`src/rtl/sr_wb_arbiter_if.sv`:
```
// Bus bundle between the execute/writeback pipeline and the SR write arbiter.
//   master : drives the WB write, the aux write and the two read indices,
//            receives read data, PSTATE, stall, occupancy and read hazard.
//   slave  : the arbiter side of the same signals.
interface sr_wb_arbiter_if #(
   parameter int SR_W  = 48,
   parameter int SR_N  = 4,
   parameter int DEPTH = 2
);
   localparam int AW = $clog2(SR_N);
   localparam int CW = $clog2(DEPTH) + 1;

   logic            iw_wb_we;
   logic [AW-1:0]   iw_wb_addr;
   logic [SR_W-1:0] iw_wb_data;
   logic            iw_aux_we;
   logic [AW-1:0]   iw_aux_addr;
   logic [SR_W-1:0] iw_aux_data;
   logic [AW-1:0]   iw_rd_a_addr;
   logic [SR_W-1:0] ow_rd_a_data;
   logic [AW-1:0]   iw_rd_b_addr;
   logic [SR_W-1:0] ow_rd_b_data;
   logic [SR_W-1:0] ow_pstate;
   logic            ow_aux_stall;
   logic [CW-1:0]   ow_count;
   logic            ow_read_hazard;

   modport master (
      output iw_wb_we, iw_wb_addr, iw_wb_data,
      output iw_aux_we, iw_aux_addr, iw_aux_data,
      output iw_rd_a_addr, iw_rd_b_addr,
      input  ow_rd_a_data, ow_rd_b_data, ow_pstate,
      input  ow_aux_stall, ow_count, ow_read_hazard
   );

   modport slave (
      input  iw_wb_we, iw_wb_addr, iw_wb_data,
      input  iw_aux_we, iw_aux_addr, iw_aux_data,
      input  iw_rd_a_addr, iw_rd_b_addr,
      output ow_rd_a_data, ow_rd_b_data, ow_pstate,
      output ow_aux_stall, ow_count, ow_read_hazard
   );
endinterface

```
`src/rtl/sr_wb_arbiter.sv`:
```
// Write-side owner of the special-register file. Merges the committed WB
// write with the auxiliary SR/PSTATE write from stg_ex. WB always wins the
// single write port; aux writes that collide with WB (or with older queued
// aux writes) wait in a small ordered FIFO and drain on WB-idle cycles.
//
// Ports:
//   clk, rst : clock, asynchronous active-high reset
//   bus      : sr_wb_arbiter_if.slave (WB write, aux write, two read ports,
//              PSTATE, aux stall, FIFO occupancy, read hazard)
//
// Build option SR_WB_BYPASS_EN:
//   defined   - reads forward the newest pending value (aux > FIFO > WB > sr),
//               ow_read_hazard is tied 0.
//   undefined - reads return sr[] only; ow_read_hazard flags any read index
//               (A, B or PSTATE) that has a pending write in flight.
module sr_wb_arbiter #(
   parameter int SR_W       = 48,
   parameter int SR_N       = 4,
   parameter int DEPTH      = 2,
   parameter int PSTATE_IDX = 2
) (
   input logic            clk,
   input logic            rst,
   sr_wb_arbiter_if.slave bus
);
   localparam int AW = $clog2(SR_N);
   localparam int PW = $clog2(DEPTH);
   localparam int CW = $clog2(DEPTH) + 1;

   localparam logic [AW-1:0] PS_ADDR = AW'(PSTATE_IDX);

   logic [SR_W-1:0] sr     [SR_N];
   logic [AW-1:0]   q_addr [DEPTH];
   logic [SR_W-1:0] q_data [DEPTH];
   logic [PW-1:0]   head;
   logic [PW-1:0]   tail;
   logic [CW-1:0]   count;

   logic stall;
   logic aux_acc;
   logic drain;
   logic direct;
   logic enq;

   // Stall is based on the registered count only: a slot freed by a drain
   // this cycle becomes usable on the next cycle.
   assign stall   = (count == CW'(DEPTH));
   assign aux_acc = bus.iw_aux_we && !stall;
   assign drain   = !bus.iw_wb_we && (count != '0);
   // With nothing queued and WB idle, the aux write can take the port now.
   assign direct  = aux_acc && !bus.iw_wb_we && (count == '0);
   assign enq     = aux_acc && !direct;

   always_ff @(posedge clk or posedge rst) begin
      if (rst) begin
         for (int i = 0; i < SR_N; i++) sr[i] <= '0;
         for (int i = 0; i < DEPTH; i++) begin
            q_addr[i] <= '0;
            q_data[i] <= '0;
         end
         head  <= '0;
         tail  <= '0;
         count <= '0;
      end else begin
         if (bus.iw_wb_we)
            sr[bus.iw_wb_addr] <= bus.iw_wb_data;
         else if (drain)
            sr[q_addr[head]] <= q_data[head];
         else if (direct)
            sr[bus.iw_aux_addr] <= bus.iw_aux_data;

         if (drain)
            head <= head + 1'b1;

         if (enq) begin
            q_addr[tail] <= bus.iw_aux_addr;
            q_data[tail] <= bus.iw_aux_data;
            tail         <= tail + 1'b1;
         end

         count <= count + CW'(enq) - CW'(drain);
      end
   end

   assign bus.ow_aux_stall = stall;
   assign bus.ow_count     = count;

`ifdef SR_WB_BYPASS_EN
   // Newest value wins. Sources are layered oldest to youngest so that the
   // last match overrides: sr, WB this cycle, FIFO head..tail, accepted aux.
   function automatic logic [SR_W-1:0] fwd_read(input logic [AW-1:0] a);
      logic [SR_W-1:0] v;
      logic [PW-1:0]   slot;
      v = sr[a];
      if (bus.iw_wb_we && (bus.iw_wb_addr == a))
         v = bus.iw_wb_data;
      for (int i = 0; i < DEPTH; i++) begin
         slot = head + PW'(i);
         if ((i < int'(count)) && (q_addr[slot] == a))
            v = q_data[slot];
      end
      if (aux_acc && (bus.iw_aux_addr == a))
         v = bus.iw_aux_data;
      return v;
   endfunction

   always_comb begin
      bus.ow_rd_a_data   = fwd_read(bus.iw_rd_a_addr);
      bus.ow_rd_b_data   = fwd_read(bus.iw_rd_b_addr);
      bus.ow_pstate      = fwd_read(PS_ADDR);
      bus.ow_read_hazard = 1'b0;
   end
`else
   function automatic logic pending(input logic [AW-1:0] a);
      logic          hit;
      logic [PW-1:0] slot;
      hit = (bus.iw_wb_we && (bus.iw_wb_addr == a)) ||
            (aux_acc && (bus.iw_aux_addr == a));
      for (int i = 0; i < DEPTH; i++) begin
         slot = head + PW'(i);
         if ((i < int'(count)) && (q_addr[slot] == a))
            hit = 1'b1;
      end
      return hit;
   endfunction

   always_comb begin
      bus.ow_rd_a_data   = sr[bus.iw_rd_a_addr];
      bus.ow_rd_b_data   = sr[bus.iw_rd_b_addr];
      bus.ow_pstate      = sr[PS_ADDR];
      bus.ow_read_hazard = pending(bus.iw_rd_a_addr) ||
                           pending(bus.iw_rd_b_addr) ||
                           pending(PS_ADDR);
   end
`endif

endmodule

```
`src/flat_wrapper.sv`:
```
// flat-port wrapper written by rule: the top's interface ports become plain ports
module sr_wb_arbiter_flat 
#(
   parameter int SR_W       = 48,
   parameter int SR_N       = 4,
   parameter int DEPTH      = 2,
   parameter int PSTATE_IDX = 2
)
  (clk, rst, bus_iw_wb_we, bus_iw_wb_addr, bus_iw_wb_data, bus_iw_aux_we, bus_iw_aux_addr, bus_iw_aux_data, bus_iw_rd_a_addr, bus_iw_rd_b_addr, bus_ow_rd_a_data, bus_ow_rd_b_data, bus_ow_pstate, bus_ow_aux_stall, bus_ow_count, bus_ow_read_hazard);
  sr_wb_arbiter_if #(.SR_W(SR_W), .SR_N(SR_N), .DEPTH(DEPTH)) bus_i ();
  input logic clk;
  input logic rst;
  input wire logic [$bits(bus_i.iw_wb_we)-1:0] bus_iw_wb_we;
  input wire logic [$bits(bus_i.iw_wb_addr)-1:0] bus_iw_wb_addr;
  input wire logic [$bits(bus_i.iw_wb_data)-1:0] bus_iw_wb_data;
  input wire logic [$bits(bus_i.iw_aux_we)-1:0] bus_iw_aux_we;
  input wire logic [$bits(bus_i.iw_aux_addr)-1:0] bus_iw_aux_addr;
  input wire logic [$bits(bus_i.iw_aux_data)-1:0] bus_iw_aux_data;
  input wire logic [$bits(bus_i.iw_rd_a_addr)-1:0] bus_iw_rd_a_addr;
  input wire logic [$bits(bus_i.iw_rd_b_addr)-1:0] bus_iw_rd_b_addr;
  output wire logic [$bits(bus_i.ow_rd_a_data)-1:0] bus_ow_rd_a_data;
  output wire logic [$bits(bus_i.ow_rd_b_data)-1:0] bus_ow_rd_b_data;
  output wire logic [$bits(bus_i.ow_pstate)-1:0] bus_ow_pstate;
  output wire logic [$bits(bus_i.ow_aux_stall)-1:0] bus_ow_aux_stall;
  output wire logic [$bits(bus_i.ow_count)-1:0] bus_ow_count;
  output wire logic [$bits(bus_i.ow_read_hazard)-1:0] bus_ow_read_hazard;
  assign bus_i.iw_wb_we = bus_iw_wb_we;
  assign bus_i.iw_wb_addr = bus_iw_wb_addr;
  assign bus_i.iw_wb_data = bus_iw_wb_data;
  assign bus_i.iw_aux_we = bus_iw_aux_we;
  assign bus_i.iw_aux_addr = bus_iw_aux_addr;
  assign bus_i.iw_aux_data = bus_iw_aux_data;
  assign bus_i.iw_rd_a_addr = bus_iw_rd_a_addr;
  assign bus_i.iw_rd_b_addr = bus_iw_rd_b_addr;
  assign bus_ow_rd_a_data = bus_i.ow_rd_a_data;
  assign bus_ow_rd_b_data = bus_i.ow_rd_b_data;
  assign bus_ow_pstate = bus_i.ow_pstate;
  assign bus_ow_aux_stall = bus_i.ow_aux_stall;
  assign bus_ow_count = bus_i.ow_count;
  assign bus_ow_read_hazard = bus_i.ow_read_hazard;
  sr_wb_arbiter #(.SR_W(SR_W), .SR_N(SR_N), .DEPTH(DEPTH), .PSTATE_IDX(PSTATE_IDX)) u_core (.clk(clk), .rst(rst), .bus(bus_i));
endmodule
```
`config.mk`:
```
export PLATFORM = sky130hd
export DESIGN_NAME = sr_wb_arbiter_flat
export DESIGN_NICKNAME = d
export VERILOG_FILES = /design/src/rtl/sr_wb_arbiter_if.sv /design/src/rtl/sr_wb_arbiter.sv /design/src/flat_wrapper.sv
export SDC_FILE = /design/constraint.sdc
export NUM_CORES = 1
export LEC_CHECK = 0
export ABC_AREA = 1
export BUFFER_PORTS_ARGS = -buffer_cell sky130_fd_sc_hd__buf_4
export CAP_MARGIN = 20
export CORE_ASPECT_RATIO = 1.75
export CORE_MARGIN = 2
export CORE_UTILIZATION = 35
export DETAILED_ROUTE_END_ITERATION = 7
export PLACE_DENSITY_LB_ADDON = 0.3
export SLEW_MARGIN = 20
export SYNTH_ARGS = -nofsm -noshare
export SYNTH_HDL_FRONTEND = slang
export SYNTH_SLANG_ARGS = --single-unit
```
`constraint.sdc`:
```
create_clock -name clk -period 10.5 [get_ports clk]
set_clock_uncertainty 0.05 [all_clocks]
set_input_delay 1.05 -clock clk [delete_from_list [all_inputs] [get_ports clk]]
set_output_delay 1.05 -clock clk [all_outputs]
set_load 0.02 [all_outputs]
```
Yosys cells after proc, flatten, opt, wreduce, memory -nomap -nowiden:

Cells that the tools add are included.

* bits in registers: 296
* output and inout bits: 148
* word-level logic and storage cells: 121

* add/subtract/negate cells: 4
* $lt $le $gt $ge: 14
* equal/unequal tests: 13
* muxes and demuxes: 39
* bitwise operators: 8
* reduce and logical (&&, ||, !) cells: 32

Operator list (count)
* $bwmux 192: 3
* $mux 192: 3
* $mux 48: 11
* $demux 48 s2: 3
* $bmux 48 s2: 2
* $bwmux 96: 1
* $demux 48 s1: 1
* $logic_and 1x1->1: 21
* $eq 2x2->1: 8
* $ge 3x3->1 const B: 5
* $not 2->3: 5
* $mux 2: 7
* $eq 2x2->1 const B: 5
* $lt 3x1->1 const B: 3
* $ge 2x2->1 const B: 3
* $mux 1: 6
* $not 1->2: 3
* $logic_or 1x1->1: 5
* $bwmux 4: 1
* $lt 1x2->1 const A: 2
* $logic_not 1->1: 3
* $reduce_bool 3->1: 1
* $add 1x1->1 const B: 2
* $add 2x1->2: 1
* 5 further kinds: 5

Depth between registers and ports, before layout:

* depth after elaboration: 12
* gate-level depth with buffers: 12
* mapped depth without buffers: 11

Worst setup path before layout:

No wires, ideal clock.

* path kind: input -> output
* start point: input bus_iw_rd_a_addr[0]
* end point: output bus_ow_rd_a_data[27]
* arrival time: 2.302 ns
* required time: 9.400 ns
* slack: 7.098 ns
* cell stages on the path: 5
* path through: clkbuf_1 -> clkbuf_1 -> clkbuf_1 -> nor2_1 -> o22ai_1

* longest elaborated chain between the ends: 4

RTL lines
* start: declaration: RTL line flat_wrapper.sv:19 `input wire logic [$bits(bus_i.iw_rd_a_addr)-1:0] bus_iw_rd_a_addr;`
* $not 2->3 (implied by the code): RTL line sr_wb_arbiter.sv:128 `bus.ow_rd_a_data = sr[bus.iw_rd_a_addr];`
* $bmux 48 s2: RTL line sr_wb_arbiter.sv:128
* $mux 48 (implied by the code) (2 in a row): RTL line sr_wb_arbiter.sv:128
* end: declaration: RTL line flat_wrapper.sv:21 `output wire logic [$bits(bus_i.ow_rd_a_data)-1:0] bus_ow_rd_a_data;`

No other way between the ends. The select of a mux whose other input is x is not followed.

Worst setup path after layout:

* start point: register u_core.head
* end point: output bus_ow_read_hazard

* longest elaborated chain between the ends: 10
* elaborated cells between the ends (all ways): 29
* those cells by class: 1 x add/sub; 6 x eq/ne; 12 x mux; 2 x bitwise; 8 x reduce/logical

RTL lines
* start: declaration: RTL line sr_wb_arbiter.sv:35 `logic [PW-1:0] head;`
* start signal: assignment: RTL line sr_wb_arbiter.sv:73 `head <= head + 1'b1;`
* $add 1x1->1 / $not 1->2 (equally long branches): RTL line sr_wb_arbiter.sv:120, sr_wb_arbiter.sv:121
* $not 1->2 (implied by the code) / $mux 2 (equally long branches): RTL line sr_wb_arbiter.sv:121 `if ((i < int'(count)) && (q_addr[slot] == a))`
* $mux 2 (implied by the code) (2 in a row): RTL line sr_wb_arbiter.sv:121
* $mux 2 (implied by the code) / $eq 2x2->1 (equally long branches): RTL line sr_wb_arbiter.sv:121
* $eq 2x2->1 / $logic_and 1x1->1 (equally long branches): RTL line sr_wb_arbiter.sv:121
* $logic_and 1x1->1 / $mux 1 (equally long branches): RTL line sr_wb_arbiter.sv:121
* $mux 1: RTL line sr_wb_arbiter.sv:121
* $logic_or 1x1->1: RTL line sr_wb_arbiter.sv:131 `bus.ow_read_hazard = pending(bus.iw_rd_a_addr) ||`
* $logic_or 1x1->1 (*): RTL line sr_wb_arbiter.sv:132 `pending(bus.iw_rd_b_addr) ||`
* end: declaration: RTL line flat_wrapper.sv:26 `output wire logic [$bits(bus_i.ow_read_hazard)-1:0] bus_ow_read_hazard;`

Mark *: on every way between the ends. The rest lies on a longest branch, timed or not. The select of a mux whose other input is x is not followed.

==> run_results.csv <==
group,metric,value,unit
run_status,outcome,"completed",
layout,n_antenna_cell,0,
clocking,hold_buffers,0,
yosys,postSynthAreaPerCell,6.04,µm²
layout,n_fill_cell,6518,
detailed_routing,first_pass_iters,6,
critical_path,critical_path_required,9.40,ns
layout,multi_input_area,11400,µm²
layout,final_common_cell,"nand2_1",
yosys,yosysWarningCount,0,
pwr,ir_drop,0.174,mV
clocking,path_clk_slew,0.07,ns
timing,timing.fmax,0.199,GHz
layout,syn_to_final_growth,13.3,%
global_route,antenna_found_initial,1,
global_route,grt_max_degree,144,
global_route,grt.overflow.total,0,
pwr,power.total,0.00636,W
timing,setup_ws,5.46,ns
placed_design,io_buffer_count,255,
yosys,synth_top_area_share,35.4,%
placed_design,dpl.hpwl,52600,µm
flow_run,cap_violations,0,
layout,final_cell_mix,"1495 x nand2_1, 388 x nor2_1, 295 x dfrtp_1",
critical_path,slowest_stage,"nand2_4",
timing,fin_crit_sh,48.0,%
detailed_routing,vias,22600,
worst_hold_path,hp-class,"reg -> reg",
floorplan,initial_core_util,35.3,%
timing,maxSlewHeadroom,28.0,%
pwr,power_density,268,nW/µm²
detailed_routing,drt_iter0_markers,1893,
timing,finalMaxSlewViolations,0,
global_route,gr-usage-all-layers,26.9,%
floorplan,placementRows,118,
layout,seqCellArea,7410,µm²
floorplan,core,59200,µm²
worst_hold_path,whs_path_depth,2,
yosys,synth_area_leaders,"dfrtp_1 35%, nand2_1 27%, nor2_1 7.0%, o21ai_0 6.4%, a21oi_1 5.5%",
yosys,synth.yosys.seq_area_share,35.4,%
clocking,post_cts_buffers,0,
timing,final.min_clock_period,5.04,ns
clocking,clock_sinks,296,
detailed_routing,wirelength,84300,µm
clocking,cts_buffer_depth,3,
timing,worst_pin_slew,1.08,ns
global_route,grt_pass1_vias,22200,
worst_hold_path,hp-start,"u_core.q_data[43]$_DFFE_PP0P_",
worst_hold_path,min_to,"u_core.q_data[43]$_DFFE_PP0P_",
critical_path,cp_cell_sequence,"inv_2 -> buf_4 -> nand2_1 -> nand2_4 -> nand2_1 -> nand2_1 -> inv_1 -> nand2_1 -> nand2_1 -> nand2_1 -> nand3_1 -> buf_4",
critical_path,critPathMaxStageDelay,0.82,ns
clocking,postCtsResizedCells,0,
floorplan,fp.dieH,327,µm
pwr,p_leak,12.5,nW
yosys,mappedNetlistArea,20900,µm²
clocking,tritoncts,"yes",
yosys,synth_top_area_cell,"dfrtp_1",
floorplan,ios,256,
critical_path,rr_endpoint,"u_core.bus.ow_pstate[18]$_DFFE_PP0P_",
critical_path,critPathKind,"reg -> out",
yosys,synth-seq-cells,296,
clocking,clk_latency,0.59,ns
critical_path,arrival,3.94,ns
layout,drive_above_1_share,10.7,%
critical_path,startpoint_type,"flop",
clocking,clockRootBuffer,"clkbuf_16",
yosys,synthCells,3461,
detailed_routing,route.detailed.drc,0,
critical_path,path_max_fanout,85,
critical_path,cp-end-kind,"primary output",
layout,final_util,40.0,%
detailed_routing,via_per_inst,5.29,
critical_path,regToRegStartpoint,"u_core.head$_DFFE_PP0P_",
timing,tns,0,ns
timing,hold_viol,0,
yosys,yosysUniqueCellTypes,28,
placed_design,dpl.cell_count,4226,
layout,fin_nets,3589,
placed_design,place_congestion,0.835,
clocking,cts-buffers-inserted,31,
critical_path,path_common_cell,"nand2_1",
clocking,htree_levels,1,
detailed_routing,postRouteAntennaNets,0,
critical_path,reg2reg_depth,9,
timing,rsz0062_at_grt,"false",
critical_path,reg2reg_slack,6.01,ns
global_route,grt_pass1_wl,130000,µm
floorplan,die-area,61800,µm²
timing,setup_violations,0,
detailed_routing,wl_per_cell,19.7,µm
floorplan,die_w,189,µm
placed_design,dp_slack,5.55,ns
layout,finalNonFillerCells,4282,
yosys,syn_nets,3571,
==> metrics by stage <==
step | hold WS (ns) | instance area (µm²)
floorplan | 0.403 | 20900
global placement | 0.417 | 22600
detailed placement | 0.424 | 22600
CTS | 0.440 | 23700
global route | 0.464 | 23700
finish | 0.439 | 23700
==> report_power, final <==
group / switching (W) / internal [W] / total [W]
clock: 0.000503 / 0.000715 / 0.00122
sequential: 0.000450 / 0.00163 / 0.00208
combinational: 0.00213 / 0.000939 / 0.00307
==> worst max-delay path: cells and delay by family (launching register included) <==
family | cells | cell delay (ns)
buf+inv | 4 | 1.08
flops | 1 | 0.66
simple gates | 8 | 1.56
==> synth_stat cells (all sizes together) <==
cell    number
a21o         1
a21oi      230
buf        178
clkbuf     123
clkinv       3
dfrtp      296
ha           2
inv        184
nand2     1506
nand3       75
nand4       48
nor2       397
o21ai      316
o22ai       96
or2          1
xnor2        4
xor2         1
==> cell type report <==
cell class                 instances  share of cell area (%)
clock buffer                      41                    3.60
inverter                         187                    3.02
sequential                       296                    31.2
multi-input combinational       2677                    47.9
clock inverter                    15                   0.971
timing repair buffer             286                    9.11
tap                              780                    4.12
==> sequential cells by signal, indices dropped and copies added, names as in the netlist <==
name                  flops
u_core.q_data            96
u_core.tail               1
u_core.bus.ow_pstate     48
u_core.q_addr             4
u_core.bus.ow_count       2
u_core.head               1
u_core.sr               144
==> cells by family (layout without fill, tap and decap cells) <==
kind of cell	after synthesis	count (layout)	synth area share, %
fa+ha+maj	2	2	0.120
buf+inv	488	529	10.6
compound gates	643	643	16.0
flops	296	296	35.4
simple gates	2027	2027	37.6
xor+xnor	5	5	0.209
==> routing by layer <==
metal	track usage [%]	routed length (µm)	vias up
li1	-	-	10900
met1	32.9	33700	10500
met2	46.4	40800	930
met3	3.13	5460	246
met4	13.7	4410	2
met5	0	13	-
==> worst max path at each step <==
stage,slack [ns],start,endpoint,cells after the start
finish,5.46,u_core.head$_DFFE_PP0P_,bus_ow_read_hazard,12
floorplan,1.22,rst,u_core.bus.ow_count[0]$_DFF_PP0_,1
global route,5.20,u_core.head$_DFFE_PP0P_,bus_ow_read_hazard,12
global placement,5.63,bus_iw_wb_we,u_core.bus.ow_pstate[25]$_DFFE_PP0P_,9
CTS,5.42,u_core.head$_DFFE_PP0P_,bus_ow_read_hazard,12
detailed placement,5.55,bus_iw_wb_we,u_core.bus.ow_pstate[43]$_DFFE_PP0P_,9
Power figures use the tool's default switching activity.
